### src/rtl/acc_drain_if.sv
// acc_drain_if: accumulation-beat input and pixel-word output handshake bundle.
// Rev 1.0
`default_nettype none

interface acc_drain_if #(
   parameter int N_KERNEL = 3,
   parameter int B_PIXEL  = 16
);
   logic                            in_valid;
   logic [2*B_PIXEL*N_KERNEL-1:0]   acc;
   logic                            clk_en;
   logic                            out_valid;
   logic                            out_ready;
   logic [B_PIXEL-1:0]              out_data;
   logic                            out_last;

   modport slave (
      input  in_valid, acc, out_ready,
      output clk_en, out_valid, out_data, out_last
   );

   modport master (
      output in_valid, acc, out_ready,
      input  clk_en, out_valid, out_data, out_last
   );
endinterface

`default_nettype wire

### src/rtl/acc_drain.sv
// acc_drain: captures every L-th accumulator beat and serializes its lanes as rounded, saturated pixels.
// Rev 1.0
`default_nettype none

module acc_drain #(
   parameter int N_KERNEL = 3,
   parameter int B_PIXEL  = 16,
   parameter int B_CNT    = 16
) (
   input  wire logic              clk,
   input  wire logic              rst,
   input  wire logic [B_CNT-1:0]  cfg_len_i,
   input  wire logic [4:0]        cfg_shift_i,
   input  wire logic              sat_clr_i,
   output logic                   sat_flag_o,
   acc_drain_if.slave             bus
);

   localparam int W     = 2 * B_PIXEL;
   localparam int WV    = W + 1;
   localparam int IDX_W = (N_KERNEL > 1) ? $clog2(N_KERNEL) : 1;

   localparam logic [0:0] S_IDLE = 1'b0;
   localparam logic [0:0] S_SEND = 1'b1;

   localparam logic signed [WV-1:0] P_MAX = {{(WV-B_PIXEL+1){1'b0}}, {(B_PIXEL-1){1'b1}}};
   localparam logic signed [WV-1:0] P_MIN = {{(WV-B_PIXEL+1){1'b1}}, {(B_PIXEL-1){1'b0}}};

   logic [B_CNT-1:0]              cnt_q, cnt_d;
   logic [IDX_W-1:0]              idx_q, idx_d;
   logic                          buf_full_q, buf_full_d;
   logic [N_KERNEL-1:0][W-1:0]    buf_q, buf_d;
   logic [0:0]                    state_q, state_d;
   logic                          sat_q, sat_d;

   logic [B_CNT-1:0]              len_m1;
   logic                          at_end;
   logic                          clk_en;
   logic                          accept;
   logic                          capture;
   logic                          hs;
   logic                          last_lane;
   logic [W-1:0]                  lane_sel;
   logic signed [WV-1:0]          v_ext, v_rnd, v_sum, v_shr;
   logic                          word_sat;
   logic [B_PIXEL-1:0]            word;

   assign len_m1 = (cfg_len_i == '0) ? '0 : cfg_len_i - B_CNT'(1);
   // >= rather than == keeps the counter from running away if cfg_len shrinks while idle.
   assign at_end    = (cnt_q >= len_m1);
   assign clk_en    = !(buf_full_q && at_end);
   assign accept    = bus.in_valid && clk_en;
   assign capture   = accept && at_end;
   assign hs        = (state_q == S_SEND) && bus.out_ready;
   assign last_lane = (idx_q == IDX_W'(N_KERNEL - 1));

   always_comb begin
      lane_sel = '0;
      for (int j = 0; j < N_KERNEL; j++) begin
         if (idx_q == IDX_W'(j)) begin
            lane_sel = buf_q[j];
         end
      end
   end

   always_comb begin
      v_ext    = {lane_sel[W-1], lane_sel};
      v_rnd    = (cfg_shift_i == 5'd0) ? '0 : (WV'(1) << (cfg_shift_i - 5'd1));
      v_sum    = v_ext + v_rnd;
      v_shr    = v_sum >>> cfg_shift_i;
      word_sat = (v_shr > P_MAX) || (v_shr < P_MIN);
      if (v_shr > P_MAX) begin
         word = P_MAX[B_PIXEL-1:0];
      end else if (v_shr < P_MIN) begin
         word = P_MIN[B_PIXEL-1:0];
      end else begin
         word = v_shr[B_PIXEL-1:0];
      end
   end

   always_comb begin
      cnt_d      = cnt_q;
      idx_d      = idx_q;
      buf_full_d = buf_full_q;
      buf_d      = buf_q;
      state_d    = state_q;
      sat_d      = sat_q;

      if (accept) begin
         cnt_d = at_end ? '0 : cnt_q + B_CNT'(1);
      end

      // clk_en guarantees capture and last-lane handshake are never in the same cycle.
      if (capture) begin
         buf_d      = bus.acc;
         buf_full_d = 1'b1;
      end else if (hs && last_lane) begin
         buf_full_d = 1'b0;
      end

      if (hs) begin
         idx_d = last_lane ? '0 : idx_q + IDX_W'(1);
      end

      case (state_q)
         S_IDLE:  if (capture) state_d = S_SEND;
         S_SEND:  if (hs && last_lane) state_d = S_IDLE;
         default: state_d = S_IDLE;
      endcase

      if (hs && word_sat) begin
         sat_d = 1'b1;
      end else if (sat_clr_i) begin
         sat_d = 1'b0;
      end
   end

   always_ff @(posedge clk or posedge rst) begin
      if (rst) begin
         cnt_q      <= '0;
         idx_q      <= '0;
         buf_full_q <= 1'b0;
         buf_q      <= '0;
         state_q    <= S_IDLE;
         sat_q      <= 1'b0;
      end else begin
         cnt_q      <= cnt_d;
         idx_q      <= idx_d;
         buf_full_q <= buf_full_d;
         buf_q      <= buf_d;
         state_q    <= state_d;
         sat_q      <= sat_d;
      end
   end

   assign bus.clk_en    = clk_en;
   assign bus.out_valid = (state_q == S_SEND);
   assign bus.out_data  = (state_q == S_SEND) ? word : '0;
   assign bus.out_last  = (state_q == S_SEND) && last_lane;
   assign sat_flag_o    = sat_q;

endmodule

`default_nettype wire

### src/flat_wrapper.sv
// flat-port wrapper written by rule: the top's interface ports become plain ports
module acc_drain_flat 
#(
   parameter int N_KERNEL = 3,
   parameter int B_PIXEL  = 16,
   parameter int B_CNT    = 16
)
  (clk, rst, cfg_len_i, cfg_shift_i, sat_clr_i, sat_flag_o, bus_in_valid, bus_acc, bus_out_ready, bus_clk_en, bus_out_valid, bus_out_data, bus_out_last);
  acc_drain_if #(.N_KERNEL(N_KERNEL), .B_PIXEL(B_PIXEL)) bus_i ();
  input  wire logic clk;
  input  wire logic rst;
  input  wire logic [B_CNT-1:0] cfg_len_i;
  input  wire logic [4:0] cfg_shift_i;
  input  wire logic sat_clr_i;
  output logic sat_flag_o;
  input wire logic [$bits(bus_i.in_valid)-1:0] bus_in_valid;
  input wire logic [$bits(bus_i.acc)-1:0] bus_acc;
  input wire logic [$bits(bus_i.out_ready)-1:0] bus_out_ready;
  output wire logic [$bits(bus_i.clk_en)-1:0] bus_clk_en;
  output wire logic [$bits(bus_i.out_valid)-1:0] bus_out_valid;
  output wire logic [$bits(bus_i.out_data)-1:0] bus_out_data;
  output wire logic [$bits(bus_i.out_last)-1:0] bus_out_last;
  assign bus_i.in_valid = bus_in_valid;
  assign bus_i.acc = bus_acc;
  assign bus_i.out_ready = bus_out_ready;
  assign bus_clk_en = bus_i.clk_en;
  assign bus_out_valid = bus_i.out_valid;
  assign bus_out_data = bus_i.out_data;
  assign bus_out_last = bus_i.out_last;
  acc_drain #(.N_KERNEL(N_KERNEL), .B_PIXEL(B_PIXEL), .B_CNT(B_CNT)) u_core (.clk(clk), .rst(rst), .cfg_len_i(cfg_len_i), .cfg_shift_i(cfg_shift_i), .sat_clr_i(sat_clr_i), .sat_flag_o(sat_flag_o), .bus(bus_i));
endmodule
### config.mk
export PLATFORM = sky130hd
export DESIGN_NAME = acc_drain_flat
export DESIGN_NICKNAME = d
export VERILOG_FILES = /design/src/rtl/acc_drain_if.sv /design/src/rtl/acc_drain.sv /design/src/flat_wrapper.sv
export SDC_FILE = /design/constraint.sdc
export NUM_CORES = 1
export LEC_CHECK = 0
export ABC_CLOCK_PERIOD_IN_PS = 23400
export CAP_MARGIN = 10
export CORE_MARGIN = 3
export CORE_UTILIZATION = 35
export CTS_CLUSTER_SIZE = 12
export DETAILED_ROUTE_END_ITERATION = 12
export PLACE_DENSITY = 0.59
export REMOVE_ABC_BUFFERS = 1
export SETUP_SLACK_MARGIN = 0.4
export SYNTH_ARGS = -nofsm -noshare
export SYNTH_HDL_FRONTEND = slang
export SYNTH_SLANG_ARGS = --single-unit
### constraint.sdc
create_clock -name clk -period 23.4 [get_ports clk]
set_clock_uncertainty 0.2 [all_clocks]
set_input_delay 4.68 -clock clk [delete_from_list [all_inputs] [get_ports clk]]
set_output_delay 4.68 -clock clk [all_outputs]
set_load 0.02 [all_outputs]
-- Yosys cells after proc, flatten, opt, wreduce, memory -nomap -nowiden
Cells that the tools add are included.
- register bits after elaboration: 117
- bits in latches: 0
- RAM bits: 0
- ROM bits: 0
- input port bits: 122
- output and inout port bits: 20
- word-level logic and storage cells: 52
- memories kept: 0
- add/subtract/negate cells: 5
- multiply operators: 0
- div/mod/pow operators: 0
- magnitude comparators: 3
- equality and inequality tests: 2
- shift operators: 2
- mux-type cells: 17
- bitwise gates (word level): 1
- reduce and logical (&&, ||, !) cells: 14
- operators with widths (kind ; count):
    two-way mux 32 bit ; 3
    two-way mux 16 bit ; 5
    adder 32 x 33 -> 33 bit ; 1
    > comparator 33 x 16 -> 1 bit (second input constant) ; 1
    < comparator 33 x 16 -> 1 bit (second input constant) ; 1
    two-way mux 33 bit ; 1
    left shift 1 x 5 -> 33 bit (first input constant) ; 1
    >>> shifter 33 x 5 -> 33 bit ; 1
    adder 16 x 1 -> 16 bit (second input constant) ; 1
    >= comparator 16 bit ; 1
    logical NOT 16 bit ; 1
    subtractor 16 x 1 -> 16 bit (second input constant) ; 1
    logical AND 1 bit ; 7
    two-way mux 1 bit ; 6
    logical NOT 5 bit ; 1
    subtractor 5 x 1 -> 5 bit (second input constant) ; 1
    nonzero test 2 bit ; 2
    adder 2 x 1 -> 2 bit (second input constant) ; 1
    == test 2 x 1 -> 1 bit (second input constant) ; 1
    == test 2 bit (second input constant) ; 1
    logical NOT 2 bit ; 1
    two-way mux 2 bit ; 1
    one-hot mux 1 bit (2 select lines) ; 1
    logical NOT 1 bit ; 1
    2 further kinds ; 2

-- Longest topological paths before layout
Gate-level depths: netlist of the first run.
- depth after elaboration: 10
- mapped depth: 23
- mapped depth without buffers: 21

-- Least setup slack after synthesis of the first run
No wires, ideal clock.
- path type: input-to-output
- start point: input cfg_shift_i[4]
- end point: output bus_out_data[0]
- arrival: 9795 ps
- path slack: 8725 ps
- stages on the path: 21
- buffers on the path: 5
- path through: clkbuf_1 -> buf_1 -> clkbuf_1 -> clkbuf_1 -> nand2_1 -> nor2_1 -> ha_1 -> buf_2 -> a211oi_1 -> o21bai_2 -> o211a_1 -> or2_2 -> o31a_2 -> xnor2_1 -> a32o_1 -> or4_1 -> nor4_2 -> nand3_1 -> o41ai_2 -> a22oi_2 -> o21ai_0
- word-level cells in the longest chain between the ends: 9
- elaborated cells between the ends (all ways): 11
- those cells by class: add/sub: 2; order compare: 2; shift: 2; mux: 4; reduce/logical: 1
- ends and longest elaborated chain (item ; line ; source):
    from (decl) ; flat_wrapper.sv:13 ; input wire logic [4:0] cfg_shift_i;
    subtractor 5 x 1 -> 5 bit ; acc_drain.sv:68 ; v_rnd = (cfg_shift_i == 5'd0) ? '0 : (WV'(1) << (cfg_shift_i - 5'd1));
    left shift 1 x 5 -> 33 bit ; acc_drain.sv:68 ;
    two-way mux 33 bit ; acc_drain.sv:68 ;
    adder 32 x 33 -> 33 bit ; acc_drain.sv:69 ; v_sum = v_ext + v_rnd;
    >>> shifter 33 x 5 -> 33 bit * ; acc_drain.sv:70 ; v_shr = v_sum >>> cfg_shift_i;
    < comparator 33 x 16 -> 1 bit ; acc_drain.sv:74 ; end else if (v_shr < P_MIN) begin
    two-way mux 16 bit ; acc_drain.sv:74 ;
    two-way mux 16 bit * ; acc_drain.sv:72 ; if (v_shr > P_MAX) begin
    two-way mux 16 bit * ; acc_drain.sv:138 ; assign bus.out_data = (state_q == S_SEND) ? word : '0;
    to (decl) ; flat_wrapper.sv:21 ; output wire logic [$bits(bus_i.out_data)-1:0] bus_out_data;
Every way passes the cells marked *; elsewhere a longest branch is shown, timed or not.

-- Worst setup path after layout of the first run
- start point: input cfg_shift_i[1]
- end point: output bus_out_data[2]
The elaborated chain is that of the path after synthesis.

==> results.md, run 1 <==
* Status: finished, final reports clean
* Initial antenna violation count at 0
* RSZ-0062 raised after global routing: false
* Post-synth EDFFs at 0
* Tmin final at 17.29 ns
* Gr usage total at a little over a fifth
* CP Class: primary input to output port
* Vias/cell at 5.70
* Worst skew pair latency at ~0.43 ns
* Starting DRC count in detailed routing at roughly 1000
* Post-CTS sizing at 0
* Synth area leader: dfrtp_1
* DP Cell Count at 1969
* Area grow syn2layout at 20.6%
* Pre-Repair DR Iteration Count at 5
* Routability Congestion at 0.998
* TNS Setup at 0 ns
* Final hold violations at 0
* Pin count of the biggest net entering global routing at around 110
* Synth warnings at 0
* Cells after synthesis at about 1500
* Cell Pwr Density at between 50 and 60 nW/um2
* Core Box Area at slightly above 30000 um2
* Grt met3 use at under 10%
* Die H at roughly 180 um
* Ports at 142
* Startpoint Class: primary input
* Global-route wire length before repair at about 60 mm
* DRC at 0
* Number of global-route vias before repair at 10932
* Die area at around 34000 um2
* Die width at approximately 180 um
* CP required at 18.52 ns
* M2 GR Usage at roughly 35%
* FF+latch count, synth at between 100 and 150
* Synth unique cells at 94
* Peak VDD IR at about 0.038 mV
* Syn Area/Cell at about 7.3 um2
* Post-place setup slack at about 6.4 ns
* Final period utilization at between 70 and 80%
* Fmax at between 0.05 and 0.06 GHz
* Num CTS Buffers at 17
* Post-CTS setup buffer count at 0
* Worst hold path class: flip-flop to flip-flop
* Remaining global-route overflow at 0
* Worst R2R Setup Slack at 16.36 ns
* Measured slew at the worst slew-check pin at approximately 1.1 ns
* Cts hold-fix bufs at 0
* Layout Utilization at 43.3%
* Primary FF master, synth: dfrtp_1
* Nets at around 1800
* Setup violators final at 0
* Synth async-reset ratio at 100%
* # diodes at 0
* Slew Viols, Final at 0
* Initial Util at approximately 36%
* Top post-synthesis cells by area: dfrtp_1, nand2_1, mux2i_1
* Filler cells at around 3200
* Routed WL per cell at 18.8 um
* Top Usage Layer GRT: met2
* Critical Path Sink Type: output port
* Syn Std Cell Area at approximately 11000 um2
* DP Wirelength at 27.8 mm
* Post-DRT Antenna Nets at 0
* Synth top area share at a little over a quarter
* H-tree depth at 4
* Global Route met1 Usage at between 30% and 40%
* CP max FO at 29
* Final non-filler cell total at approximately 2000
* Min Hold Slack at around 0.27 ns
* WP data arrival at 12.41 ns
* Seq/Total Area, Yosys at between 20% and 30%
* Final wirelength at between 30 and 40 mm
* LEAKAGE at ~0.0060 uW
* Fraction of layout cells with a size suffix above 1 at under 10%
* Max cap viols at 0
* Vias at about 11000
* Clk buf depth at 2
* Fin worst setup slack at 6.11 ns
* Slew HR at 27.1%
* Clk slew on worst S/H paths at 0.06 ns
* Clock root buffer: clkbuf_16
* PortBufs at between 100 and 150
* CTS sink count at between 100 and 150
* Cell row count at 64
* CTS tree: yes
## cell type report
| class | instances | area, um2 | area share, % |
|---|---|---|---|
| multi-input cells | 1271 | 7650 | 57.4 |
| flip-flops and latches | 117 | 2930 | 22.0 |
| repair buffers | 158 | 1540 | 11.5 |
| well taps | 396 | 495 | 3.72 |
| clock buffers | 17 | 425 | 3.19 |
| clock inverters | 15 | 193 | 1.45 |
| inverters | 27 | 104 | 0.779 |
## power breakdown
part / internal (uW) / switching, uW / total, uW
clock network: 171 / 109 / 280
logic: 91.5 / 132 / 224
registers: 214 / 12.8 / 227
## cell usage in the layout, fill, tap and decap left out, types with 25 or more instances in the layout
cell and count:
nand2_1 445, nor2_1 117, nor3_1 38, dfrtp_1 116, clkdlybuf4s50_1 141, ha_1 50, a21oi_1 79, mux2i_1 71
inv_1 25, o21ai_0 85
## logic make-up (layout without fill, tap and decap cells)
family | after synthesis | after routing | share of synthesized area, %
AND/OR/NAND/NOR | 731 | 731 | 28.9
AO/OA/AOI/OAI | 366 | 366 | 22.8
buffers and inverters | 118 | 217 | 4.40
flip-flops | 117 | 117 | 26.5
multiplexers | 83 | 83 | 8.37
adder cells (fa/ha/maj) | 51 | 51 | 5.84
XOR/XNOR | 39 | 39 | 3.16
other | 1 | 1 | 0.0339
## critical path, cell delays in order
cell and delay, ns:
clkdlybuf4s50_1 0.46, buf_4 0.32, inv_1 0.10, buf_4 0.26, nor2_1 0.78, nand2_1 0.35
nor2_1 0.26, ha_1 0.37, nand2_1 0.21, o21ai_2 0.36, a21o_1 0.42, nor3_1 0.13
a211oi_1 0.82, o2111a_1 0.37, a31oi_1 0.10, a32oi_1 0.32, o211a_1 0.21, nand4_1 0.15
o41ai_2 0.47, a22oi_2 0.31, o21ai_0 0.26, clkdlybuf4s50_1 0.63
## registers in the layout (all words and copies together), names as in the netlist
| signal | cells |
|---|---|
| u_core.buf_q | 96 |
| u_core.cnt_q | 16 |
| u_core.idx_q | 2 |
| u_core.buf_full_q | 1 |
| u_core.bus.out_valid | 1 |
| u_core.sat_flag_o | 1 |
## cell usage after synthesis, types with 6 or more instances
library cell,instances
o21ai_2,12
or3_1,22
nand2b_1,11
nor3_1,38
a21o_1,20
nor4_1,9
a2111oi_0,7
inv_1,26
dfrtp_1,117
and2_1,10
o31ai_1,9
clkbuf_1,64
xnor2_1,20
o211ai_1,13
and4_1,7
a31oi_1,11
and3_1,7
ha_1,50
o21ai_0,85
o221ai_1,8
nand4_1,17
nand2_1,445
a211oi_1,24
nor2_1,117
mux2i_1,71
buf_2,11
o211a_1,6
o21a_1,10
nand3_1,12
a21oi_1,79
or4_1,8
buf_1,12
xor2_1,18
## per-stage QoR
step	cell area [um2]	total power (uW)
after detailed placement	12700	454
final	13300	731
after floorplan	10700	356
after CTS	13300	739
after global routing	13300	769
after global placement	12700	452
## layer usage
layer | share of wire, % | up-vias
li1 | - | 5534
met3 | 6.4 | 79
met4 | 2.9 | 0
met5 | 0 | -
met1 | 46 | 5334
met2 | 45 | 455
## worst paths after layout
kind,startpoint,endpoint,depth (start not counted)
setup / recovery,cfg_shift_i[1],bus_out_data[2],22
hold / removal,u_core.buf_q[3],u_core.buf_q[3],2
setup reg to reg,u_core.idx_q[0],u_core.sat_flag_o,21
hold reg to reg,u_core.buf_q[3],u_core.buf_q[3],2
max in group asynchronous,rst,u_core.idx_q[1],3
min in group asynchronous,rst,u_core.buf_q[23],2
Note: power is estimated with default switching activity, not from simulation.
==> run 2: changes to the inputs <==
--- a/config.mk
+++ b/config.mk
@@ -5,7 +5,7 @@
 export SDC_FILE = /design/constraint.sdc
 export NUM_CORES = 1
 export LEC_CHECK = 0
-export ABC_CLOCK_PERIOD_IN_PS = 23400
+export ABC_CLOCK_PERIOD_IN_PS = 17500
 export CAP_MARGIN = 10
 export CORE_MARGIN = 3
 export CORE_UTILIZATION = 35
==> constraint.sdc (replaced) <==
create_clock -name clk -period 17.5 [get_ports clk]
set_clock_uncertainty 0.2 [all_clocks]
set_input_delay 3.5 -clock clk [delete_from_list [all_inputs] [get_ports clk]]
set_output_delay 3.5 -clock clk [all_outputs]
set_load 0.02 [all_outputs]
==> run 2 against run 1 <==
Compared with the run above:
- sequential share of layout area about the same
- sequential power increased by 34%
- final area about the same
- worst hold slack got worse by 0.0012 ns
- highest routed layer unchanged
- total power increased by 32%
- die area unchanged
==> results.md, run 2 (synthesis gave the netlist of run 1 again) <==
* Clk buf depth at 2
* DP Wirelength at 27.7 mm
* H-tree depth at 4
* Final hold violations at 0
* Cell Pwr Density at slightly above 70 nW/um2
* Cell Area, Placed at between 10000 and 15000 um2
* Pin count of the biggest net entering global routing at 109
* Vias/cell at ~5.7
* Max stage delay on crit path at around 0.97 ns
* Commonest non-fill, non-tap cell in the layout: nand2_1
* Slew Viols, Final at 0
* RSZ-0062 raised after global routing: false
* Largest regs: u_core.buf_q x96, u_core.cnt_q x16, u_core.idx_q x2
* Fin area at ~13000 um2
* Post-DRT Antenna Nets at 0
* CTS sink count at about 120
* Most flops, register: u_core.buf_q
* Gr usage total at a little over a fifth
* # diodes at 0
* Routed WL per cell at ~19 um
* CTS tree: yes
* CP max-delay cell: nor2_1
* Fraction of layout cells with a size suffix above 1 at under 10%
* Initial antenna violation count at 0
* Die area at around 34000 um2
* Pre-Repair DR Iteration Count at 6
* CP required at 13.80 ns
* Num CTS Buffers at 17
* Die H at ~180 um
* Worst hold path class: flip-flop to flip-flop
* Core Box Area at between 30000 and 40000 um2
* Startpoint Class: primary input
* Final wirelength at between 30 and 40 mm
* Slew HR at between 20% and 30%
* Tmin final at 14.77 ns
* DRC at 0
* LEAKAGE at between 0.006 and 0.007 uW
* Measured slew at the worst slew-check pin at between 1 and 1.5 ns
* TNS Setup at 0 ns
* CP max FO at 17
* Reg2reg end: u_core.sat_flag_o
* Clk slew on worst S/H paths at ~0.05 ns
* Vias at 11317
* Nets at 1765
* Worst R2R Setup Slack at between 10 and 15 ns
* Max cap viols at 0
* Cell chain of the critical path: clkdlybuf4s50_1, nor2_1, nand2_1, nor2_1, ha_1, nand2_1, o21ai_2, a21o_1, nor3_1, a211oi_1, o2111a_1, a31oi_1, a32oi_1, o211a_1, nand4_1, o41ai_2, a22oi_2, o21ai_0, clkdlybuf4s50_1
* Setup violators final at 0
* Total power at roughly 960 uW
* Routability Congestion at 1.01
* Area grow syn2layout at 20.5%
* Die width at approximately 180 um
* Number of global-route vias before repair at approximately 11000
* CP Class: primary input to output port
* Cell row count at 64
* Max reg flops at 96
* Reg-to-Reg Start: u_core.idx_q[0]
* PortBufs at around 140
* Initial Util at around 36%
* Ports at 142
* WP data arrival at ~11 ns
* Cts hold-fix bufs at 0
* Final period utilization at a little over four fifths
* Post-CTS sizing at 0
* Remaining global-route overflow at 0
* Depth of the worst hold-timing path at 2
* Hold Startpoint: u_core.buf_q[4]
* Commonest cells after routing, fill and taps aside: nand2_1, clkdlybuf4s50_1, nor2_1
* Post-CTS setup buffer count at 0
* Starting DRC count in detailed routing at between 1000 and 1500
* Global-route wire length before repair at 59.0 mm
* Worst skew pair latency at approximately 0.42 ns
* R2R depth at 21
* Peak VDD IR at slightly above 0.05 mV
* Hold endpoint: u_core.buf_q[4]
* Critical Path Sink Type: output port
* Clock root buffer: clkbuf_16
* Status: finished, final reports clean
* Fmax at 0.0677 GHz
run 2: routing by layer:
metal	vias up	track usage (%)	part of all wire [%]	wire length (um)
li1	5537	-	-	-
met1	5306	30.5	47	17300
met2	394	33.9	44	16300
met3	80	3.13	6.0	2210
met4	0	8.50	3.4	1250
met5	-	0	0	0
run 2: area by class of cell:
type                       instances  area, um2
clock inverter                    15        180
fill                            3171      17500
multi-input combinational       1271       7650
timing repair buffer             158       1540
inverter                          27        104
tap                              396        495
sequential                       117       2930
clock buffer                      17        425
run 2: worst max-delay path, delay by kind of cell:
| kind | cells | cell delay (ns) |
|---|---|---|
| AOI/OAI and AO/OA | 10 | 3.70 |
| adders and majority gates | 1 | 0.35 |
| and+or+nand+nor | 6 | 2.03 |
| buffers and inverters | 2 | 1.46 |
run 2: worst max-delay path by stage:
stage | endpoint | startpoint | cells past startpoint
3_3_place_gp | bus_out_data[9] | cfg_shift_i[0] | 20
2_1_floorplan | u_core.cnt_q[11] | cfg_len_i[6] | 17
4_1_cts | bus_out_data[9] | cfg_shift_i[0] | 20
5_1_grt | bus_out_data[9] | cfg_shift_i[0] | 20
6_report | bus_out_data[2] | cfg_shift_i[0] | 19
3_5_place_dp | bus_out_data[9] | cfg_shift_i[0] | 20
run 2: per-stage QoR:
step / utilization [%] / cells / hold slack [ns] / worst slack, ns
2_1_floorplan: - / 1415 / 0.245 / 4.59
3_3_place_gp: 41.2 / 1969 / 0.257 / 2.87
3_5_place_dp: 41.2 / 1969 / 0.262 / 2.99
4_1_cts: 43.2 / 2001 / 0.276 / 2.94
5_1_grt: 43.2 / 2001 / 0.289 / 2.42
6_report: 43.2 / 2001 / 0.270 / 2.73
run 2: power by group:
part	internal (uW)	switching, uW
sequential	286	17.3
clock	216	147
combinational	122	175
